--- config.mk ---
export PLATFORM = sky130hd
export DESIGN_NAME = scs8hd_rf_wrarb
export DESIGN_NICKNAME = d
export VERILOG_FILES = /design/src/rtl/scs8hd_rf_wrarb.sv
export SDC_FILE = /design/constraint.sdc
export NUM_CORES = 1
export LEC_CHECK = 0
export BUFFER_PORTS_ARGS = -buffer_cell sky130_fd_sc_hd__clkbuf_2
export CORE_UTILIZATION = 44
export CTS_BUF_LIST = sky130_fd_sc_hd__clkbuf_8
export DETAILED_ROUTE_END_ITERATION = 10
export GPL_TIMING_DRIVEN = 0
export PLACE_DENSITY = 0.7
export SLEW_MARGIN = 10
export SYNTH_ARGS = -nofsm -noshare
export SYNTH_HDL_FRONTEND = slang
export SYNTH_SLANG_ARGS = --single-unit
--- constraint.sdc ---
create_clock -name CLK -period 3.2 [get_ports CLK]
set_clock_uncertainty 0.1 [all_clocks]
set_input_delay 0.48 -clock CLK [delete_from_list [all_inputs] [get_ports CLK]]
set_output_delay 0.48 -clock CLK [all_outputs]
set_load 0.05 [all_outputs]
--- src/rtl/scs8hd_rf_wrarb.sv ---
// scs8hd_rf_wrarb: round-robin write arbiter for an enable-flop register bank.
// NREQ requesters compete. The single registered winner drives one DE line and
// the D bus for one cycle. Out-of-range addresses pulse err and raise no DE.
// Optional burst locking is compiled in with `define SCS8HD_WRARB_LOCK_EN.
module scs8hd_rf_wrarb #(
    parameter int NREQ     = 4,
    parameter int NWORD    = 8,
    parameter int AW       = 3,
    parameter int DW       = 8,
    parameter int MAXBURST = 4
) (
    input  logic               CLK,
    input  logic               RESETB,
    input  logic [NREQ-1:0]    req,
    input  logic [NREQ*AW-1:0] addr,
    input  logic [NREQ*DW-1:0] wdata,
`ifdef SCS8HD_WRARB_LOCK_EN
    input  logic [NREQ-1:0]    lock,
`endif
    output logic [NREQ-1:0]    gnt,
    output logic [NWORD-1:0]   de,
    output logic [DW-1:0]      d,
    output logic               err
);

    localparam int          IW      = (NREQ > 1) ? $clog2(NREQ) : 1;
    localparam logic [AW:0] NWORD_L = (AW+1)'(NWORD);

    if ((1 << AW) < NWORD) begin : g_aw_check
        $error("AW too narrow to address NWORD words");
    end
    if (MAXBURST < 1) begin : g_burst_check
        $error("MAXBURST must be at least 1");
    end

`ifdef SCS8HD_WRARB_LOCK_EN
    localparam int CW = $clog2(MAXBURST + 1);
    typedef enum logic [1:0] {IDLE, GRANT, BURST} state_t;
    logic [IW-1:0] owner_q, owner_d;
    logic [CW-1:0] cnt_q, cnt_d;
`else
    typedef enum logic [0:0] {IDLE, GRANT} state_t;
`endif

    state_t           state_q, state_d;
    logic [IW-1:0]    ptr_q, ptr_d;
    logic [NREQ-1:0]  gnt_q, gnt_d;
    logic [NWORD-1:0] de_q, de_d;
    logic [DW-1:0]    d_q, d_d;
    logic             err_q, err_d;

    logic [NREQ-1:0]  req_avail;
    logic             win_vld;
    logic [IW-1:0]    win_idx;
    logic             sel_vld;
    logic [IW-1:0]    sel_idx;
    logic [AW-1:0]    sel_addr;

    // Round-robin search starting at ptr_q; a requester granted this cycle sits out one cycle.
    always_comb begin
        int unsigned idx;
        idx       = 0;
        req_avail = (state_q == IDLE) ? req : (req & ~gnt_q);
        win_vld   = 1'b0;
        win_idx   = '0;
        for (int unsigned k = 0; k < NREQ; k++) begin
            idx = (32'(ptr_q) + k) % 32'(NREQ);
            if (!win_vld && req_avail[idx]) begin
                win_vld = 1'b1;
                win_idx = IW'(idx);
            end
        end
    end

    // Next-state, pointer, burst counter and registered-output decode.
    always_comb begin
        state_d = state_q;
        ptr_d   = ptr_q;
        gnt_d   = '0;
        de_d    = '0;
        d_d     = d_q;
        err_d   = 1'b0;
        sel_vld = 1'b0;
        sel_idx = win_idx;
`ifdef SCS8HD_WRARB_LOCK_EN
        owner_d = owner_q;
        cnt_d   = '0;
        // A locked owner bypasses the grant mask; the pointer was already moved past it.
        if (state_q != IDLE && lock[owner_q] && req[owner_q] && cnt_q < CW'(MAXBURST)) begin
            state_d = BURST;
            sel_vld = 1'b1;
            sel_idx = owner_q;
            cnt_d   = cnt_q + CW'(1);
        end else
`endif
        if (win_vld) begin
            state_d = GRANT;
            sel_vld = 1'b1;
            sel_idx = win_idx;
            ptr_d   = (32'(win_idx) == 32'(NREQ - 1)) ? '0 : win_idx + IW'(1);
`ifdef SCS8HD_WRARB_LOCK_EN
            owner_d = win_idx;
            cnt_d   = CW'(1);
`endif
        end else begin
            state_d = IDLE;
        end

        sel_addr = addr[32'(sel_idx)*AW +: AW];
        if (sel_vld) begin
            gnt_d[sel_idx] = 1'b1;
            if ({1'b0, sel_addr} < NWORD_L) begin
                for (int unsigned w = 0; w < NWORD; w++) begin
                    de_d[w] = ({1'b0, sel_addr} == (AW+1)'(w));
                end
                d_d = wdata[32'(sel_idx)*DW +: DW];
            end else begin
                err_d = 1'b1;
            end
        end
    end

    // State and output registers; reset clears everything, aborting any burst.
    always_ff @(posedge CLK or negedge RESETB) begin
        if (!RESETB) begin
            state_q <= IDLE;
            ptr_q   <= '0;
            gnt_q   <= '0;
            de_q    <= '0;
            d_q     <= '0;
            err_q   <= 1'b0;
`ifdef SCS8HD_WRARB_LOCK_EN
            owner_q <= '0;
            cnt_q   <= '0;
`endif
        end else begin
            state_q <= state_d;
            ptr_q   <= ptr_d;
            gnt_q   <= gnt_d;
            de_q    <= de_d;
            d_q     <= d_d;
            err_q   <= err_d;
`ifdef SCS8HD_WRARB_LOCK_EN
            owner_q <= owner_d;
            cnt_q   <= cnt_d;
`endif
        end
    end

    assign gnt = gnt_q;
    assign de  = de_q;
    assign d   = d_q;
    assign err = err_q;

endmodule

==> impl_metrics.ini, run 1 <==
[run_status]
status = complete, no violations

[timing]
rsz0062_at_grt = no
setup_violations = 0
fin_setup_tns_ns = 0
worst_pin_slew_ns = 0.878
period_share = 0.856
relSlewSlack = 0.405
hold_viol = 0
period_needed_ns = 2.74
drv_slew = 0
whs_ns = 0.103
max_clock_freq_mhz = 365

[floorplanning]
die-area_mm2 = 0.00514
fp.dieW_um = 71.7
fp-row-count = 24
start_util = 0.475
io_pins = 71
core_region_area_mm2 = 0.00450
die_y_um = 71.7

[yosys]
synthAdderAreaFrac = 0.0234
synth.avg_cell_area_um2 = 9.42
yosysSeqAreaShare = 0.269
synthesis.area_mm2 = 0.00214
async_flop_share = 1.00
synth-seq-cells = 23
synthCells = 227
synth_nets = 281
synthFlopType = dfrtp_1
synth_enable_flop_cells = 0
synth-xor-area-share = 0
synth_top_family_by_area = compound AO/OA/AOI/OAI gates
yosysUniqueCellTypes = 59
synth_compound_area_frac = 0.273
synth_simple_gate_area_frac = 0.198
yosys_warnings = 0
synthMuxAreaShare = 0.162

[route]
drt-initial-drc-count = 164
drt_pass1_iterations = 4
ant_nets = 0
wl_mm = 5.50
drc = 0
wl_met3_um = 262
drt-met1-wl_mm = 2.49
wire_per_inst_um = 15.7
dr_total_vias = 2073
routed.top_layer = met4
wl_met2_mm = 2.69
routed_via_density = 5.92

[global_routing]
antenna_found_initial = 0
track_usage = 0.222
grt_max_degree = 24
grt_pass1_vias = 1956
gr-total-overflow = 0
grt_pass1_wl_mm = 9.05

[worst_setup_path]
reg2reg_depth = 8
reg2reg_slack_ns = 0.46
cp.arrival_ns = 2.79
crit_family = multiplexers
cp.required_ns = 3.25
worstSetupPathType = reg2reg
crit_buf_inv = 2
reg2reg_to = d[0]
start_kind = flop
crit_path_cell_trace = buf_6, mux2_4, a22oi_4, mux2_4, a2111oi_4, buf_6, mux2i_1, a211oi_2
crit_path_max_incr_delay_ns = 0.43
cp_max_fo = 10
r2r-start = ptr_q[0]
slowest_stage = dfrtp_1
cp-end-kind = flop

[final_layout]
layout-drive-gt1-share = 0.376
diodes = 0
finalNetCount = 353
area.growth.synth_to_final_pct = 20.8
mostFrequentLayoutCell = clkbuf_2
final_cell_mix = clkbuf_2 (67), dfrtp_1 (23), mux2i_1 (17)

[clocking]
post_cts.repair.setup_buffers = 0
cts_buffers = 3
worst_skew_pair.late_latency_ns = 0.27
post_cts_resized = 0
cts_sinks = 23
cts_tree = built
cts-root-buf = clkbuf_8
cts_max_path_buffers = 2
path_clk_slew_ns = 0.08
cts-htree-levels = 1
cts_hold_buf = 0

[pwr]
ir_drop_mv = 0.611
p_leak_nw = 1.22
p_seq_frac = 0.166
cellPowerDensity_mw_per_mm2 = 1190
clkPwrFrac = 0.058
p_int_mw = 1.44
combinationalPowerShare = 0.776
power_switching_mw = 1.64
power_mw = 3.09
swShare = 0.533

[hold_path]
hp-class = in2async

[flow_run]
max-cap-violations = 0

[place]
portBuffers = 67
hpwl_mm = 4.20
gp_congestion = 0.825
## per-stage QoR
stage | setup slack (ns) | util | instances | instance area (um^2)
2_1_floorplan | 0.565 | - | 227 | 2140
3_3_place_gp | 0.503 | 0.564 | 346 | 2540
3_5_place_dp | 0.472 | 0.564 | 346 | 2540
4_1_cts | 0.456 | 0.574 | 350 | 2580
5_1_grt | 0.334 | 0.574 | 350 | 2580
6_report | 0.460 | 0.574 | 350 | 2580
## cell usage after synthesis (all sizes together), types with 2 or more instances
cell / count / area (um^2)
a21o: 4 / 30.0
nor2: 9 / 41.3
o32a: 3 / 30.0
and2: 6 / 37.5
buf: 12 / 103
a211oi: 11 / 123
nor4b: 3 / 38.8
nor3: 12 / 60.1
o22a: 2 / 17.5
a32oi: 3 / 26.3
clkbuf: 7 / 26.3
dfrtp: 23 / 576
nand2b: 4 / 27.5
mux2: 15 / 176
nand3b: 2 / 15.0
a22o: 4 / 35.0
inv: 7 / 26.3
nor4: 11 / 68.8
nand3: 4 / 20.0
a2111oi: 3 / 45.1
a21oi: 7 / 46.3
mux2i: 17 / 170
o22ai: 9 / 62.6
o21ai: 11 / 55.1
a22oi: 3 / 41.3
nand2: 14 / 52.6
ha: 4 / 50.1
## flip-flops by register name, summed over array words and instances (netlist names)
| signal | flops |
|---|---|
| ptr_q | 2 |
| gnt | 4 |
| de | 8 |
| d | 8 |
| state_q | 1 |
## metal layers
layer  GRT usage  vias up
met2       0.356       63
met3      0.0394        6
met4      0.0741        0
met1       0.302      994
li1            -     1010
met5           0        -
## area by class of cell
class | instances | area [um^2]
multi-input cells | 178 | 1410
repair buffers | 67 | 335
fillers | 429 | 1920
clock inverters | 1 | 3.75
clock buffers | 3 | 41.3
inverters | 7 | 26.3
flip-flops and latches | 23 | 576
well taps | 52 | 65.1
plain buffers | 19 | 129
## worst max-delay path by stage
stage	startpoint	end	cells after the start
after floorplan	gnt[1]	d[6]	7
after global placement	ptr_q[0]	d[0]	8
after detailed placement	ptr_q[0]	d[0]	8
after CTS	ptr_q[0]	d[0]	8
after global routing	ptr_q[0]	d[0]	8
final	ptr_q[0]	d[0]	8
## cells by family (layout without fill, tap and decap cells)
logic type / count (synthesis) / after routing
compound gates: 68 / 68
fa+ha+maj: 4 / 4
buf+inv: 26 / 97
flops: 23 / 23
mux: 32 / 32
other cells: 1 / 1
simple gates: 73 / 73
## power groups by stage
stage / clock (mW) / sequential, mW / combinational, mW
6_report: 0.180 / 0.511 / 2.39
5_1_grt: 0.200 / 0.523 / 2.59
4_1_cts: 0.188 / 0.511 / 2.40
3_5_place_dp: 0 / 0.516 / 2.39
3_3_place_gp: 0 / 0.516 / 2.35
2_1_floorplan: 0 / 0.903 / 1.53
Note: power is estimated with default switching activity, not from simulation.
==> run 2: changes to the inputs <==
Settings changed: BUFFER_PORTS_ARGS -buffer_cell sky130_fd_sc_hd__clkbuf_2 to -buffer_cell sky130_fd_sc_hd__buf_2, PLACE_DENSITY 0.7 to 0.71.
==> run 2 against run 1 <==
Against the previous run: count of clock-buffer cells in the layout stayed put; hold slack worse by 0.013 ns; sequential share of layout area stayed put; combinational power hardly changed; clock power hardly changed; via count is 0.14% lower; total power is 0.42% higher; largest power group unchanged.
==> impl_metrics.ini, run 2 (synthesis gave the netlist of run 1 again) <==
[run_status]
status = complete, no violations

[timing]
period_needed_ns = 2.73
fin_setup_tns_ns = 0
worst_pin_slew_ns = 0.941
hold_viol = 0
final.setup.worst_slack_ns = 0.473
drv_slew = 0
whs_ns = 0.0905
setup_violations = 0
relSlewSlack = 0.363
max_clock_freq_mhz = 367
rsz0062_at_grt = no
period_share = 0.852

[final_layout]
mostFrequentLayoutCell = buf_2
n_fill_cell = 433
finalNetCount = 353
area.growth.synth_to_final_pct = 20.8
ff_latch_area_um2 = 576
fin_area_mm2 = 0.00258
final_cell_mix = buf_2 (71), dfrtp_1 (23), mux2i_1 (17)
layout-drive-gt1-share = 0.376
diodes = 0
multiInputGateArea_mm2 = 0.00141

[clocking]
cts_hold_buf = 0
worst_skew_pair.late_latency_ns = 0.27
cts-htree-levels = 1
cts_max_path_buffers = 2
post_cts_resized = 0
post_cts.repair.setup_buffers = 0
path_clk_slew_ns = 0.08
cts_tree = built
cts-root-buf = clkbuf_8
cts_buffers = 3
cts_sinks = 23

[route]
wl_met2_mm = 2.81
dr_total_vias = 2070
drt-met1-wl_mm = 2.54
drt-initial-drc-count = 93
drt_pass1_iterations = 4
wl_met3_um = 260
routed_via_density = 5.91
routed.top_layer = met4
wire_per_inst_um = 16.2
wl_mm = 5.66
ant_nets = 0
drc = 0

[worst_setup_path]
cp_max_fo = 10
crit_path_max_incr_delay_ns = 0.43
cp.required_ns = 3.25
worstSetupPathType = reg2reg
crit_path_cell_trace = buf_6, mux2_4, a22oi_4, mux2_4, a2111oi_4, buf_6, mux2i_1, a211oi_2
start_kind = flop
cp.arrival_ns = 2.78
slowest_stage = dfrtp_1
cp-end-kind = flop

[global_routing]
track_usage = 0.223
grt_pass1_wl_mm = 9.08
grt_max_degree = 24
antenna_found_initial = 0
gr-total-overflow = 0
grt_pass1_vias = 1937

[floorplanning]
die-area_mm2 = 0.00514
fp.dieW_um = 71.7
die_y_um = 71.7
core_region_area_mm2 = 0.00450
io_pins = 71
start_util = 0.475
fp-row-count = 24

[place]
hpwl_mm = 4.30
portBuffers = 67
gp_congestion = 0.847
dp_slack_ns = 0.479
dpl_cell_area_mm2 = 0.00254

[flow_run]
max-cap-violations = 0

[pwr]
cellPowerDensity_mw_per_mm2 = 1200
p_leak_nw = 1.22
ir_drop_mv = 0.470
power_mw = 3.10

[hold_path]
hp-class = in2async
run 2: cell types whose count changed in the layout (fill, tap and decap cells not counted):
cell and change:
buf_2 +67, clkbuf_2 -67
run 2: area by class of cell:
| cell class | instances | area share |
|---|---|---|
| Inverter | 7 | 0.0102 |
| Buffer | 19 | 0.0499 |
| Multi-Input combinational cell | 178 | 0.545 |
| Clock inverter | 1 | 0.00145 |
| Tap cell | 52 | 0.0252 |
| Clock buffer | 3 | 0.0160 |
| Sequential cell | 23 | 0.223 |
| Timing Repair Buffer | 67 | 0.130 |
run 2: where the power goes:
group,internal [mW],leakage [nW],switching [mW],total (mW)
clock network,0.0858,0.0269,0.0950,0.181
registers,0.434,0.286,0.0745,0.508
logic,0.925,0.904,1.48,2.41
total,1.44,1.22,1.65,3.10
run 2: stage by stage:
step,cells,utilization
finish,350,0.574
global route,350,0.574
CTS,350,0.574
detailed placement,346,0.564
global placement,346,0.564
floorplan,227,-
run 2: routing by layer:
| metal | global-route usage | vias up |
|---|---|---|
| met4 | 0.0501 | 0 |
| li1 | - | 1019 |
| met5 | 0 | - |
| met2 | 0.371 | 66 |
| met3 | 0.0352 | 4 |
| met1 | 0.306 | 981 |
run 2: worst max-delay path, delay by kind of cell (launching register included):
| kind | cells | cell delay, ns |
|---|---|---|
| buffers and inverters | 2 | 0.37 |
| AOI/OAI and AO/OA | 3 | 0.72 |
| DFF | 1 | 0.43 |
| muxes | 3 | 0.97 |
run 2: final timing paths:
check                                from    end  slack, ns  cells past startpoint
min in group CLK                wdata[30]   d[6]       0.44                      3
worst min register to register       d[6]   d[6]       0.55                      2
worst max register to register   ptr_q[0]   d[0]       0.47                      8
max in group asynchronous          RESETB  de[7]       2.54                      1
worst min-delay path               RESETB   d[6]       0.09                      1
worst max-delay path             ptr_q[0]   d[0]       0.47                      8
==> run 3: changes to the inputs <==
Settings changed: ABC_CLOCK_PERIOD_IN_PS from default to 3200, RECOVER_POWER from default to 25.
==> run 3 against run 2 <==
Against the previous run: combinational power about the same; first-iteration DRC count increased by 17%; global-route usage unchanged; register-to-register slack about the same; routed wire length decreased by 0.32%; critical path type unchanged.
==> impl_metrics.ini, run 3 (synthesis gave the netlist of run 1 again) <==
[pwr]
p_leak_nw = 1.21
ir_drop_mv = 0.470
cellPowerDensity_mw_per_mm2 = 1200
power_mw = 3.10

[final_layout]
final_cell_mix = buf_2 (70), dfrtp_1 (23), mux2i_1 (17)
mostFrequentLayoutCell = buf_2
diodes = 0
multiInputGateArea_mm2 = 0.00141
layout-drive-gt1-share = 0.372
area.growth.synth_to_final_pct = 20.8
n_fill_cell = 434
ff_latch_area_um2 = 576
finalNetCount = 353

[global_routing]
grt_max_degree = 24
track_usage = 0.223
grt_pass1_vias = 1937
grt_pass1_wl_mm = 9.08
gr-total-overflow = 0
antenna_found_initial = 0

[timing]
period_share = 0.852
drv_slew = 0
max_clock_freq_mhz = 367
hold_viol = 0
fin_setup_tns_ns = 0
relSlewSlack = 0.0984
worst_pin_slew_ns = 1.35
period_needed_ns = 2.73
rsz0062_at_grt = no
setup_violations = 0

[clocking]
cts-htree-levels = 1
cts_tree = built
path_clk_slew_ns = 0.08
cts_hold_buf = 0
cts_max_path_buffers = 2
cts_sinks = 23
cts_buffers = 3
post_cts_resized = 0
worst_skew_pair.late_latency_ns = 0.26
cts-root-buf = clkbuf_8
post_cts.repair.setup_buffers = 0

[floorplanning]
start_util = 0.475
fp-row-count = 24
fp.dieW_um = 71.7
die_y_um = 71.7
core_region_area_mm2 = 0.00450
die-area_mm2 = 0.00514
io_pins = 71

[flow_run]
max-cap-violations = 0

[route]
wire_per_inst_um = 16.1
ant_nets = 0
routed_via_density = 5.91
dr_total_vias = 2067
wl_mm = 5.64
drt-initial-drc-count = 109
drt_pass1_iterations = 4
drc = 0

[worst_setup_path]
start_kind = flop
path_depth = 8
slowest_stage = dfrtp_1
crit_buf_inv = 2
crit_start = ptr_q[0]
crit_path_max_incr_delay_ns = 0.44
crit_family = multiplexers
crit_path_cell_trace = buf_6, mux2_4, a22oi_4, mux2_4, a2111oi_4, buf_6, mux2i_1, a211oi_2
worstSetupPathType = reg2reg
reg2reg_slack_ns = 0.47
cp.arrival_ns = 2.78
reg2reg_depth = 8
cp-end-kind = flop
cp_max_fo = 10
cp.required_ns = 3.25
r2r-start = ptr_q[0]

[place]
gp_congestion = 0.847
hpwl_mm = 4.30
portBuffers = 67

[run_status]
status = complete, no violations

[hold_path]
hp-class = in2async
## run 3: path summary, 6_finish.rpt
check,endpoint
max reg2reg,d[0]
min in group CLK,d[6]
min reg2reg,d[6]
max in group asynchronous,de[1]
max,d[0]
min,d[2]
## run 3: cell type report
cell class | instances | area share
plain buffers | 19 | 0.0499
repair buffers | 67 | 0.129
multi-input cells | 178 | 0.545
inverters | 7 | 0.0102
clock inverters | 1 | 0.00145
well taps | 52 | 0.0252
clock buffers | 3 | 0.0160
flip-flops and latches | 23 | 0.223
## run 3: per-stage QoR
stage	cell area (um^2)	std cells	hold WS, ns	utilization	worst slack [ns]
global placement	2540	346	0.390	0.564	0.504
global route	2580	350	0.437	0.573	0.375
CTS	2580	350	0.111	0.574	0.466
finish	2580	350	0.397	0.573	0.473
detailed placement	2540	346	0.406	0.564	0.479
floorplan	2140	227	0.0844	-	0.565
## run 3: routing by layer
| metal | up-vias | GRT usage | wire (um) | share of wire |
|---|---|---|---|---|
| met5 | - | 0 | 0 | 0 |
| met4 | 0 | 0.0501 | 40 | 0.0071 |
| met3 | 4 | 0.0352 | 224 | 0.040 |
| met2 | 56 | 0.371 | 2810 | 0.50 |
| met1 | 987 | 0.306 | 2570 | 0.46 |
| li1 | 1020 | - | - | - |
## run 3: report_power, final
part	internal, mW	switching (mW)
clock network	0.0858	0.0948
logic	0.925	1.48
registers	0.434	0.0743
total	1.44	1.65
## run 3: worst reg2reg max path, stage by stage (launching register included)
cell and delay [ns]:
dfrtp_1 0.44, buf_6 0.16, mux2_4 0.32, a22oi_4 0.28
mux2_4 0.39, a2111oi_4 0.34, buf_6 0.21, mux2i_1 0.27
a211oi_2 0.10
